<file path="config.mk">
export PLATFORM = sky130hd
export DESIGN_NAME = fpnew_resp_buffer
export DESIGN_NICKNAME = d
export VERILOG_FILES = /design/src/rtl/fpnew_pkg.sv /design/src/rtl/fpnew_resp_fifo.sv /design/src/rtl/fpnew_resp_buffer.sv
export SDC_FILE = /design/constraint.sdc
export NUM_CORES = 1
export LEC_CHECK = 0
export ABC_AREA = 1
export ABC_CLOCK_PERIOD_IN_PS = 4400
export CAP_MARGIN = 5
export CORE_AREA = 2 2 186 133
export DETAILED_ROUTE_END_ITERATION = 7
export DIE_AREA = 0 0 188 135
export PLACE_DENSITY = 0.75
export SETUP_SLACK_MARGIN = 0.15
export SLEW_MARGIN = 0
export SYNTH_ARGS = -nofsm -noshare
export SYNTH_HDL_FRONTEND = slang
export SYNTH_SLANG_ARGS = --single-unit
</file>
<file path="constraint.sdc">
create_clock -name clk_i -period 4.4 [get_ports clk_i]
set_input_delay 0.66 -clock clk_i [delete_from_list [all_inputs] [get_ports clk_i]]
set_output_delay 0.66 -clock clk_i [all_outputs]
set_load 0.1 [all_outputs]
</file>
<file path="src/rtl/fpnew_pkg.sv">
// rtl/fpnew_pkg.sv - shared FPU status type and flag helper
package fpnew_pkg;

  // IEEE exception flags in the usual {NV,DZ,OF,UF,NX} order
  typedef struct packed {
    logic NV;
    logic DZ;
    logic OF;
    logic UF;
    logic NX;
  } status_t;

  // Sticky flags only ever gain bits, so accumulation is a plain OR
  function automatic status_t accumulate_status(input status_t acc, input status_t upd);
    return status_t'(acc | upd);
  endfunction

endpackage

</file>
<file path="src/rtl/fpnew_resp_fifo.sv">
// rtl/fpnew_resp_fifo.sv - in-order entry FIFO with push/pop/flush and occupancy count
module fpnew_resp_fifo #(
  parameter type         entry_t = logic,
  parameter int unsigned Depth   = 4,
  parameter int unsigned CntW    = $clog2(Depth + 1)
) (
  input  logic            clk_i,
  input  logic            rst_ni,
  input  logic            flush_i,
  input  logic            push_i,
  input  entry_t          wdata_i,
  input  logic            pop_i,
  output entry_t          rdata_o,
  output logic            full_o,
  output logic            empty_o,
  output logic [CntW-1:0] count_o
);

  localparam int unsigned     PtrW     = $clog2(Depth);
  localparam logic [PtrW-1:0] LastPtr  = PtrW'(Depth - 1);
  localparam logic [CntW-1:0] DepthCnt = CntW'(Depth);

  entry_t          mem [Depth];
  logic [PtrW-1:0] rptr;
  logic [PtrW-1:0] wptr;
  logic [CntW-1:0] count;
  logic            push_en;
  logic            pop_en;

  assign full_o  = (count == DepthCnt);
  assign empty_o = (count == '0);
  assign count_o = count;
  // Flush wins over any handshake in the same cycle
  assign push_en = push_i & ~full_o & ~flush_i;
  assign pop_en  = pop_i & ~empty_o & ~flush_i;
  // Head is read straight from storage; no fall-through path when empty
  assign rdata_o = mem[rptr];

  // Storage needs no reset: entries are only visible once counted
  always_ff @(posedge clk_i) begin
    if (push_en) mem[wptr] <= wdata_i;
  end

  // Write/read pointers, wrapping explicitly so Depth need not be a power of two
  always_ff @(posedge clk_i or negedge rst_ni) begin
    if (!rst_ni) begin
      wptr <= '0;
      rptr <= '0;
    end else if (flush_i) begin
      wptr <= '0;
      rptr <= '0;
    end else begin
      if (push_en) wptr <= (wptr == LastPtr) ? '0 : wptr + 1'b1;
      if (pop_en)  rptr <= (rptr == LastPtr) ? '0 : rptr + 1'b1;
    end
  end

  // Occupancy: simultaneous push and pop leaves it unchanged
  always_ff @(posedge clk_i or negedge rst_ni) begin
    if (!rst_ni) begin
      count <= '0;
    end else if (flush_i) begin
      count <= '0;
    end else if (push_en && !pop_en) begin
      count <= count + 1'b1;
    end else if (pop_en && !push_en) begin
      count <= count - 1'b1;
    end
  end

endmodule

</file>
<file path="src/rtl/fpnew_resp_buffer.sv">
// rtl/fpnew_resp_buffer.sv - FPU response buffer with in-order retire and sticky flags
module fpnew_resp_buffer import fpnew_pkg::*; #(
  parameter int unsigned WIDTH   = 64,
  parameter int unsigned Depth   = 4,
  parameter type         TagType = logic
) (
  input  logic                       clk_i,
  input  logic                       rst_ni,
  input  logic                       flush_i,
  input  logic                       in_valid_i,
  output logic                       in_ready_o,
  input  logic [WIDTH-1:0]           result_i,
  input  status_t                    status_i,
  input  TagType                     tag_i,
  output logic                       out_valid_o,
  input  logic                       out_ready_i,
  output logic [WIDTH-1:0]           result_o,
  output status_t                    status_o,
  output TagType                     tag_o,
  output logic [4:0]                 fflags_o,
  input  logic                       fflags_clr_i,
  output logic [$clog2(Depth+1)-1:0] usage_o,
  output logic                       busy_o
);

  typedef struct packed {
    logic [WIDTH-1:0] result;
    status_t          status;
    TagType           tag;
  } entry_t;

  entry_t  wr_entry;
  entry_t  head;
  logic    full;
  logic    empty;
  logic    pop_fire;
  status_t fflags_q;

  assign wr_entry = '{result: result_i, status: status_i, tag: tag_i};

  fpnew_resp_fifo #(
    .entry_t (entry_t),
    .Depth   (Depth)
  ) i_fifo (
    .clk_i   (clk_i),
    .rst_ni  (rst_ni),
    .flush_i (flush_i),
    .push_i  (in_valid_i),
    .wdata_i (wr_entry),
    .pop_i   (out_ready_i),
    .rdata_o (head),
    .full_o  (full),
    .empty_o (empty),
    .count_o (usage_o)
  );

  assign in_ready_o  = ~full;
  assign out_valid_o = ~empty;
  assign result_o    = head.result;
  assign status_o    = head.status;
  assign tag_o       = head.tag;
  assign busy_o      = |usage_o;
  assign fflags_o    = fflags_q;

  // A retire only counts if it is not swallowed by a flush
  assign pop_fire = out_valid_o & out_ready_i & ~flush_i;

  // Sticky flags: clear first, then accumulate the retiring entry's status
  always_ff @(posedge clk_i or negedge rst_ni) begin
    if (!rst_ni) begin
      fflags_q <= '0;
    end else if (fflags_clr_i) begin
      fflags_q <= pop_fire ? head.status : '0;
    end else if (pop_fire) begin
      fflags_q <= accumulate_status(fflags_q, head.status);
    end
  end

endmodule

</file>
Word-level counts from Yosys, hierarchy flattened
Memories as Yosys holds them, arrays and structs flattened.
Index checks and enable logic that the tools add are counted.
Operators by class
  div/mod/pow operators: 0
  mux-type cells: 14
  equality and inequality tests: 3
  magnitude comparators: 0
  add/sub/neg operators: 4
  reduce and logical (&&, ||, !) cells: 10
  multipliers: 0
  bitwise operators: 8
  shift operators: 0
Operator list (number)
  $mux 5: 3
  $mux 2: 6
  $mux 3: 3
  $reduce_bool 2->1: 3
  $or 5x5->5: 1
  $add 2x1->2 const B: 2
  $and 1x1->1: 4
  $eq 2x2->1 const B: 2
  $add 3x1->3 const B: 1
  $eq 3x3->1 const B: 1
  $logic_not 3->1: 1
  $not 1->1: 3
  $reduce_bool 3->1: 1
  $reduce_or 3->1: 1
  $sub 3x1->3 const B: 1
  $logic_and 1x1->1: 2
  $logic_not 1->1: 2
  $mux 1: 2
Storage, ports and cells
  bits in latches: 0
  input bits: 76
  memories: 1
  memory bits (read-only): 0
  bits in registers: 12
  output and inout port bits: 81
  bits in writable memories: 280
Memory list
  i_fifo.mem: words 4, width 70, read ports 1, clocked after Yosys merged registers in 0, write ports 1, line fpnew_resp_fifo.sv:23  | entry_t mem [Depth];

Longest topological paths before layout
Gate-level depths: netlist of run 1.
  word-level depth: 9
  depth in mapped cells: 13
  depth with buffers taken out: 13

By module
A second synthesis of run 1 with hierarchy kept.
Second synthesis, totals
  cells, all modules: 770
  area, all modules: 11019.3 um^2
By module, submodules not included
  fpnew_resp_fifo: area each 10799.1 um^2, instances 1, sequential area each 8583.2 um^2, cells an instance 743
  fpnew_resp_buffer: area each 220.2 um^2, instances 1, sequential area each 125.1 um^2, cells an instance 27

Worst setup path before layout of run 1
No wires, ideal clock.
  path type: reg-to-reg
  from: reg i_fifo.count[0] (netlist: i_fifo.count_o[0])
  to: mem i_fifo.mem[0][0] (netlist name) (enable)
  setup slack: -0.972 ns
  data required time: 3.902 ns
  cell stages (with the launch flop): 7
  arrival: 4.874 ns
  library setup time: 0.498 ns
  path through: dfrtp_1 nor2_4 nand2_2 nand2_1 nor2_2 inv_2 nor2_1
On the way
  longest elaborated chain between the ends: 6
RTL lines
  start: declaration: line fpnew_resp_fifo.sv:26  | logic [CntW-1:0] count;
  start signal: assignment: line fpnew_resp_fifo.sv:65  | count <= count + 1'b1;
  start signal: assignment: line fpnew_resp_fifo.sv:67  | count <= count - 1'b1;
  $eq 3x3->1: line fpnew_resp_fifo.sv:30  | assign full_o = (count == DepthCnt);
  $not 1->1
  named net in_ready_o: line fpnew_resp_buffer.sv:11  | output logic in_ready_o,
  $and 1x1->1 (2 in series): line fpnew_resp_fifo.sv:34  | assign push_en = push_i & ~full_o & ~flush_i;
  $mux 1: line fpnew_resp_fifo.sv:41  | if (push_en) mem[wptr] <= wdata_i;
  $mux 1 (implied by the code): line fpnew_resp_fifo.sv:41
  end: declaration: line fpnew_resp_fifo.sv:23
The timed path passes the listed nets, and every way through them passes these cells.

Final worst setup path of run 1
  from: reg i_fifo.rptr[0]
  to: out result_o[8]
On the way
  longest elaborated chain between the ends: 1
RTL lines
  start: declaration: line fpnew_resp_fifo.sv:24  | logic [PtrW-1:0] rptr;
  start signal: assignment: line fpnew_resp_fifo.sv:54  | if (pop_en) rptr <= (rptr == LastPtr) ? '0 : rptr + 1'b1;
  $mem_v2 4x70
  end: declaration: line fpnew_resp_buffer.sv:17  | output logic [WIDTH-1:0] result_o,
No other way between the ends.

==> impl_metrics.env, run 1 <==
export IMPL_path_cells="buf_4 -> o21ai_0 -> o22ai_2 -> buf_4"
export IMPL_synth_area_leaders="edfxtp_1, o21ai_0, o22ai_2"
export IMPL_cts_max_path_buffers=3
export IMPL_root_buffer="clkbuf_16"
export IMPL_ys_types=25
export IMPL_grt_usage=0.186
export IMPL_ys_seq_area_frac=0.764
export IMPL_wl_met3_um=1810
export IMPL_syn2layout_area_growth_pct=22.1
export IMPL_final_common_cell="edfxtp_1"
export IMPL_final_cell_mix="edfxtp_1, o21ai_0, nor2_1, clkdlybuf4s50_1, buf_4"
export IMPL_placementRows=47
export IMPL_post_cts_setup_buffers=0
export IMPL_die_x_um=188
export IMPL_post_cts_resized=0
export IMPL_fp_dieArea_um2=25400
export IMPL_antenna_found_initial=1
export IMPL_dr_pass1_iters=5
export IMPL_synth_largest_area_cell="edfxtp_1"
export IMPL_outcome="finished, final reports clean"
export IMPL_leakagePower_nw=4.73
export IMPL_cts_tree="done"
export IMPL_avgSynthCellArea_um2=14.9
export IMPL_die_height_um=135
export IMPL_drive_gt1_frac=0.231
export IMPL_initial_core_util=0.486
export IMPL_cts_sinks=292
export IMPL_nFillCells=1730
export IMPL_worst_path_buf_inv=2
export IMPL_hold_violations=0
export IMPL_crit_path_start_kind="flop"
export IMPL_routed_top_layer="met5"
export IMPL_slowest_delay_ps=810
export IMPL_drv_cap=0
export IMPL_hold_buffers=0
export IMPL_fin_worst_skew_ps=12.8
export IMPL_peakVddDrop_uv=508
export IMPL_syn_num_nets=847
export IMPL_power_mw=9.96
export IMPL_cts_buffers=27
export IMPL_vias_per_cell=5.40
export IMPL_worstPathArrival_ps=3060
export IMPL_critical_path_class="reg -> out"
export IMPL_synthFlopType="edfxtp_1"
export IMPL_critical_path_required_ps=3740
export IMPL_finalCriticalPeriod_ps=3720
export IMPL_yosysWarnings=0
export IMPL_crit_slowest_cell="dfrtp_4"
export IMPL_fp_coreArea_um2=23500
export IMPL_grt_max_degree=89
export IMPL_setup_violations=0
export IMPL_critical_path_top_delay_family="buffers and inverters"
export IMPL_fin_setup_tns_ps=0
export IMPL_synth_top_area_frac=0.737
export IMPL_hold_class="in -> async"
export IMPL_htreeDepth=1
export IMPL_drc=0
export IMPL_finalCritPeriodShare=0.845
export IMPL_dpl_hpwl_um=13500
export IMPL_gp_congestion=0.718
export IMPL_max_slew_margin_rel=0.204
export IMPL_drt_iter0_drc=456
export IMPL_max_slew_worst_pin_slew_ps=1190
export IMPL_slew_viol_final=0
export IMPL_path_max_fanout=88
export IMPL_synthCells=765
export IMPL_port_buffers=156
export IMPL_pin_count=157
export IMPL_final_net_count=1000
export IMPL_fmax_mhz=269
export IMPL_wl_met2_um=10900
export IMPL_powerDensity_nw_per_um2=715
export IMPL_met1_length_um=10700
export IMPL_grt_overflow_total=0
export IMPL_crit_top_cell="buf_4"
export IMPL_post_drt_wl_per_cell_um=19.0
export IMPL_antenna_left=0
export IMPL_grt_pass1_wl_um=36400
export IMPL_synthArstFlopShare=0.0411
export IMPL_dr_total_vias=6784
export IMPL_num_antenna_cells=0
export IMPL_yosys_register_bits=292
export IMPL_end_kind="output port"
export IMPL_path_clk_slew_ps=60
export IMPL_syn_area_um2=11400
export IMPL_grt_pass1_vias=6466
export IMPL_synth_edf_count=280
export IMPL_worstSkewPairLatency_ps=540
export IMPL_rsz0062_at_grt="false"
export IMPL_drt_total_wl_um=23900
logic make-up after synthesis:
group,count (synthesis),synth area share
adder cells (fa/ha/maj),6,0.00724
XOR/XNOR,1,0.000768
flip-flops,292,0.764
AO/OA/AOI/OAI,221,0.127
AND/OR/NAND/NOR,178,0.0677
buffers and inverters,67,0.0330
cell usage after synthesis (all sizes together), types with 5 or more instances:
library cell / count
clkbuf: 20
o22ai: 70
ha: 5
dfrtp: 12
inv: 22
nand2: 26
edfxtp: 280
nor2: 147
buf: 25
o21ai: 149
nand3: 5
metal layers:
metal / global-route usage / vias to the layer above
met5: 0 / -
met2: 0.288 / 239
met3: 0.0447 / 38
met4: 0.0455 / 2
met1: 0.267 / 3349
li1: - / 3156
metrics by stage:
step / util / cell area (um2) / setup WS [ps] / hold slack, ps / instances
floorplan: - / 11400 / -972 / 364 / 765
global placement: 0.556 / 13100 / 1310 / 502 / 1207
detailed placement: 0.556 / 13100 / 1210 / 510 / 1207
CTS: 0.594 / 13900 / 636 / 513 / 1257
global route: 0.594 / 13900 / 495 / 531 / 1257
finish: 0.594 / 13900 / 684 / 504 / 1257
report_power, final:
group | switching [mW] | internal (mW)
clock network | 0.978 | 1.32
logic | 3.46 | 0.856
registers | 0.114 | 3.23
total | 4.56 | 5.41
flip-flops by register name, summed over array words and instances, names as in the netlist:
register        count
i_fifo.mem        280
fflags_o            5
i_fifo.count_o      3
i_fifo.rptr         2
i_fifo.wptr         2
final timing paths:
kind	from	slack, ps	depth (start not counted)	to
min in group clk_i	fflags_o[0]	520	2	fflags_o[0]
worst min-delay path	rst_ni	500	1	i_fifo.count_o[0]
worst max register to register	i_fifo.count_o[2]	2090	6	i_fifo.mem[0][63]
max in group asynchronous	rst_ni	3460	1	i_fifo.rptr[0]
worst min register to register	fflags_o[0]	520	2	fflags_o[0]
worst max-delay path	i_fifo.rptr[0]	680	4	result_o[8]
final cells by class:
cell class	count	area, um2	area share
well taps	318	398	0.0286
repair buffers	169	1510	0.108
flip-flops and latches	292	8710	0.626
clock inverters	17	164	0.0118
clock buffers	33	708	0.0509
inverters	22	87.6	0.00629
multi-input cells	406	2350	0.168
worst register-to-register path, stage by stage, from the launching register on:
cell and delay (ps):
dfrtp_1 470, nand2_2 120, nand2_1 110, nor2_2 220, inv_2 150, nor2_4 270
buf_4 590
(Power assumes the default switching activity.)
==> run 2, diff against run 1 <==
ABC_CLOCK_PERIOD_IN_PS = 3850   (was 4400)
CORE_AREA = 2 2 184 132   (was 2 2 186 133)
DIE_AREA = 0 0 186 134   (was 0 0 188 135)
PLACE_DENSITY = 0.73   (was 0.75)
clock period = 3.85 ns   (was 4.4 ns; I/O delays follow)
==> run 2 against run 1 <==
  * Worst setup slack worse by 4.5 ps
  * Global-route usage up 0.26 points
  * Critical path depth grew 1
  * Clock-buffer cell count shrank 3
  * Cell area about the same
  * Non-clock buffer count is 1 lower
  * Sequential cell count unchanged
  * Final cell count barely moved
  * Core utilization is 0.56 points higher
  * Combinational power is 16% higher
  * Sequential share of layout area about the same
==> impl_metrics.env, run 2 (synthesized netlist as in run 1, its figures left out) <==
export IMPL_end_kind="output port"
export IMPL_powerDensity_nw_per_um2=809
export IMPL_initial_core_util=0.491
export IMPL_syn2layout_area_growth_pct=22.1
export IMPL_drc=0
export IMPL_fin_worst_skew_ps=7.52
export IMPL_crit_path_start_kind="flop"
export IMPL_design_area_um2=13900
export IMPL_grt_pass1_vias=6561
export IMPL_post_cts_setup_buffers=0
export IMPL_die_height_um=134
export IMPL_max_slew_worst_pin_slew_ps=1060
export IMPL_path_clk_slew_ps=60
export IMPL_root_buffer="clkbuf_16"
export IMPL_outcome="finished, final reports clean"
export IMPL_max_slew_margin_rel=0.291
export IMPL_hold_buffers=0
export IMPL_critical_path_class="reg -> out"
export IMPL_finalCritPeriodShare=0.823
export IMPL_pin_count=157
export IMPL_worst_path_buf_inv=3
export IMPL_cts_sinks=292
export IMPL_antenna_found_initial=0
export IMPL_cts_max_path_buffers=3
export IMPL_final_net_count=999
export IMPL_path_max_fanout=73
export IMPL_vias_per_cell=5.22
export IMPL_finalCriticalPeriod_ps=3170
export IMPL_critical_path_required_ps=3270
export IMPL_placed_area_um2=13100
export IMPL_cts_buffers=27
export IMPL_drv_cap=0
export IMPL_leakagePower_nw=4.72
export IMPL_hold_class="in -> async"
export IMPL_worstSkewPairLatency_ps=530
export IMPL_cts_tree="done"
export IMPL_stdcell_count=1256
export IMPL_fp_coreArea_um2=23200
export IMPL_dpl_worst_slack_ps=1200
export IMPL_slew_viol_final=0
export IMPL_hold_violations=0
export IMPL_final_cell_mix="edfxtp_1, o21ai_0, nor2_1, clkdlybuf4s50_1, buf_4"
export IMPL_die_x_um=186
export IMPL_post_drt_wl_per_cell_um=18.4
export IMPL_placementRows=47
export IMPL_grt_pass1_wl_um=36100
export IMPL_post_cts_resized=0
export IMPL_peakVddDrop_uv=568
export IMPL_port_buffers=156
export IMPL_drt_iter0_drc=487
export IMPL_gp_congestion=0.730
export IMPL_htreeDepth=1
export IMPL_placed_cells=1206
export IMPL_dr_total_vias=6558
export IMPL_drive_gt1_frac=0.224
export IMPL_largest_register_ffs=280
export IMPL_nFillCells=1768
export IMPL_slowest_delay_ps=510
export IMPL_antenna_left=0
export IMPL_drt_total_wl_um=23200
export IMPL_dpl_hpwl_um=13200
export IMPL_setup_violations=0
export IMPL_path_cells="inv_6 -> buf_12 -> o21ai_0 -> o22ai_1 -> buf_4"
export IMPL_ff_latch_area_um2=8710
export IMPL_fmax_mhz=315
export IMPL_worstPathArrival_ps=2590
export IMPL_crit_slowest_cell="dfrtp_4"
export IMPL_grt_overflow_total=0
export IMPL_dr_pass1_iters=5
export IMPL_grt_usage=0.188
export IMPL_fp_dieArea_um2=24900
export IMPL_critical_path_top_delay_family="buffers and inverters"
export IMPL_rsz0062_at_grt="false"
export IMPL_grt_max_degree=143
export IMPL_whs_ps=481
export IMPL_final_common_cell="edfxtp_1"
export IMPL_setup_ws_ps=680
export IMPL_largest_register="i_fifo.mem"
export IMPL_multi_input_area_um2=2350
-- run 2: changes by cell type in the layout (fill, tap and decap cells not counted) --
cell / previous run / this run
clkbuf_8: 1 / 0
clkinv_4: 0 / 1
buf_4: 81 / 77
clkinv_2: 7 / 2
diode_2: 0 / 1
clkinv_1: 4 / 11
buf_12: 2 / 5
bufinv_16: 3 / 2
clkbuf_1: 5 / 3
-- run 2: final timing paths --
path	start	endpoint	slack, ps	depth (start not counted)
worst max-delay path	i_fifo.rptr[0]	result_o[60]	680	5
worst min-delay path	rst_ni	i_fifo.count_o[1]	480	1
worst max register to register	i_fifo.count_o[2]	i_fifo.mem[0][32]	1720	6
worst min register to register	fflags_o[0]	fflags_o[0]	510	2
max in group asynchronous	rst_ni	i_fifo.rptr[0]	2840	1
min in group clk_i	fflags_o[0]	fflags_o[0]	510	2
-- run 2: layout make-up --
class | instances | share of cell area
flip-flops and latches | 292 | 0.626
multi-input cells | 406 | 0.169
repair buffers | 168 | 0.111
clock buffers | 30 | 0.0494
well taps | 318 | 0.0286
clock inverters | 19 | 0.0103
inverters | 22 | 0.00629
diodes | 1 | 0.000180
-- run 2: where the power goes --
part           internal, mW  switching, mW
Combinational          1.01           3.98
Clock                  1.41           1.10
Sequential             3.69         0.0696
-- run 2: through the flow --
step	setup TNS (ps)	power, mW	util
after global placement	0	8.81	0.563
after detailed placement	0	8.85	0.563
after global routing	0	11.7	0.599
final	0	11.3	0.599
after floorplan	-100880	7.85	-
after CTS	0	11.4	0.599
-- run 2: worst reg2reg max path, delay by kind of cell, from the launching register on --
kind | cells | cell delay (ps)
AND/OR/NAND/NOR | 4 | 760
buffers and inverters | 2 | 520
flip-flops | 1 | 460
-- run 2: layer usage --
| layer | GRT usage | part of all wire |
|---|---|---|
| met1 | 0.275 | 0.46 |
| met3 | 0.0375 | 0.066 |
| met5 | 0 | 0 |
| met2 | 0.292 | 0.45 |
| met4 | 0.0494 | 0.016 |
==> run 3, diff against run 2 <==
ABC_CLOCK_PERIOD_IN_PS = 3050   (was 3850)
clock period = 3.05 ns   (was 3.85 ns; I/O delays follow)
==> run 3 against run 2 <==
  * Wire length increased by 2.8%
  * Non-clock buffer count increased by 7
  * Clock skew increased by 8.7 ps
  * Combinational power increased by 55%
  * Final cell count increased by 0.64%
  * Global-route usage increased by 0.17 points
  * Critical path type unchanged
==> impl_metrics.env, run 3 (synthesized netlist as in run 1, its figures left out) <==
export IMPL_finalCriticalPeriod_ps=2760
export IMPL_wl_met3_um=1860
export IMPL_grt_pass1_wl_um=36300
export IMPL_grt_pass1_vias=6559
export IMPL_grt_overflow_total=0
export IMPL_slew_viol_final=0
export IMPL_placementRows=47
export IMPL_drv_cap=0
export IMPL_largest_register_ffs=280
export IMPL_finalCritPeriodShare=0.904
export IMPL_powerDensity_nw_per_um2=1060
export IMPL_worstSkewPairLatency_ps=530
export IMPL_drc=0
export IMPL_post_drt_wl_per_cell_um=18.8
export IMPL_crit_path_start_kind="flop"
export IMPL_setup_ws_ps=292
export IMPL_end_kind="output port"
export IMPL_dpl_worst_slack_ps=647
export IMPL_setup_violations=0
export IMPL_fmax_mhz=363
export IMPL_cts_sinks=292
export IMPL_worstPathArrival_ps=2300
export IMPL_wl_met2_um=10700
export IMPL_leakagePower_nw=5.22
export IMPL_grt_usage=0.190
export IMPL_root_buffer="clkbuf_16"
export IMPL_fin_worst_skew_ps=16.3
export IMPL_largest_register="i_fifo.mem"
export IMPL_vias_per_cell=5.41
export IMPL_critical_path_class="reg -> out"
export IMPL_fin_setup_tns_ps=0
export IMPL_drive_gt1_frac=0.277
export IMPL_post_cts_resized=0
export IMPL_final_net_count=1006
export IMPL_antenna_left=0
export IMPL_max_slew_worst_pin_slew_ps=621
export IMPL_slowest_delay_ps=470
export IMPL_peakVddDrop_uv=772
export IMPL_die_height_um=134
export IMPL_port_buffers=156
export IMPL_stdcell_count=1264
export IMPL_crit_top_cell="buf_12"
export IMPL_path_cells="buf_12 -> o21ai_0 -> o22ai_1 -> buf_12"
export IMPL_grt_max_degree=143
export IMPL_final_common_cell="edfxtp_1"
export IMPL_max_slew_margin_rel=0.585
export IMPL_path_clk_slew_ps=60
export IMPL_antenna_found_initial=1
export IMPL_whs_ps=322
export IMPL_placed_area_um2=14200
export IMPL_cts_buffers=27
export IMPL_path_max_fanout=142
export IMPL_power_mw=16.1
export IMPL_rsz0062_at_grt="false"
export IMPL_r2r_start="i_fifo.count_o[0]"
export IMPL_hold_class="in -> async"
export IMPL_crit_slowest_cell="buf_12"
export IMPL_placed_cells=1213
export IMPL_dr_pass1_iters=6
export IMPL_design_area_um2=15200
export IMPL_syn2layout_area_growth_pct=32.9
export IMPL_cts_tree="done"
export IMPL_final_cell_mix="edfxtp_1, o21ai_0, nor2_1, buf_12, clkdlybuf4s50_1"
export IMPL_utilization=0.652
export IMPL_fp_dieArea_um2=24900
export IMPL_critical_path_required_ps=2590
export IMPL_fp_coreArea_um2=23200
export IMPL_cts_max_path_buffers=3
export IMPL_initial_core_util=0.491
export IMPL_die_x_um=186
export IMPL_met1_length_um=10800
export IMPL_outcome="finished, final reports clean"
export IMPL_dr_total_vias=6842
export IMPL_drt_iter0_drc=680
export IMPL_cp_startpoint="i_fifo.rptr[0]"
export IMPL_hold_violations=0
export IMPL_gp_congestion=0.737
export IMPL_hold_buffers=0
export IMPL_post_cts_setup_buffers=0
export IMPL_pin_count=157
export IMPL_drt_total_wl_um=23800
export IMPL_routed_top_layer="met5"
export IMPL_htreeDepth=1
export IMPL_dpl_hpwl_um=14100
run 3: cell count changes in the layout (fill, tap and decap cells not counted), sizes merged:
cell and delta:
buf +18, clkdlybuf4s50 -11, bufinv +5, clkinv -2
clkbuf -1, clkinvlp -1
run 3: critical path: cells and delay by family, from the launching register on:
kind	cells	cell delay (ps)
flip-flops	1	450
buffers and inverters	2	700
AO/OA/AOI/OAI	2	580
run 3: final timing paths:
check                                    endpoint  slack, ps  cells past startpoint
worst max register to register  i_fifo.count_o[2]        920                     13
worst max-delay path                 result_o[18]        290                      4
max in group asynchronous          i_fifo.rptr[0]       2260                      1
worst min register to register        fflags_o[4]        510                      2
worst min-delay path            i_fifo.count_o[1]        320                      1
min in group clk_i                    fflags_o[4]        510                      2
run 3: cell type report:
class | instances | area [um2]
flip-flops and latches | 292 | 8720
fillers | 1579 | 8080
multi-input cells | 406 | 2510
repair buffers | 175 | 2460
clock buffers | 29 | 683
well taps | 318 | 398
clock inverters | 21 | 283
inverters | 22 | 87.6
diodes | 1 | 2.50
run 3: where the power goes:
part           total [mW]  switching, mW  internal (mW)
Clock                3.61           1.40           2.21
Sequential           4.76         0.0974           4.67
Combinational        7.74           5.37           2.37
run 3: metal layers:
layer / global-route usage / up-vias
li1: - / 3172
met1: 0.289 / 3375
met2: 0.286 / 261
met3: 0.0388 / 32
met4: 0.0402 / 2
met5: 0 / -
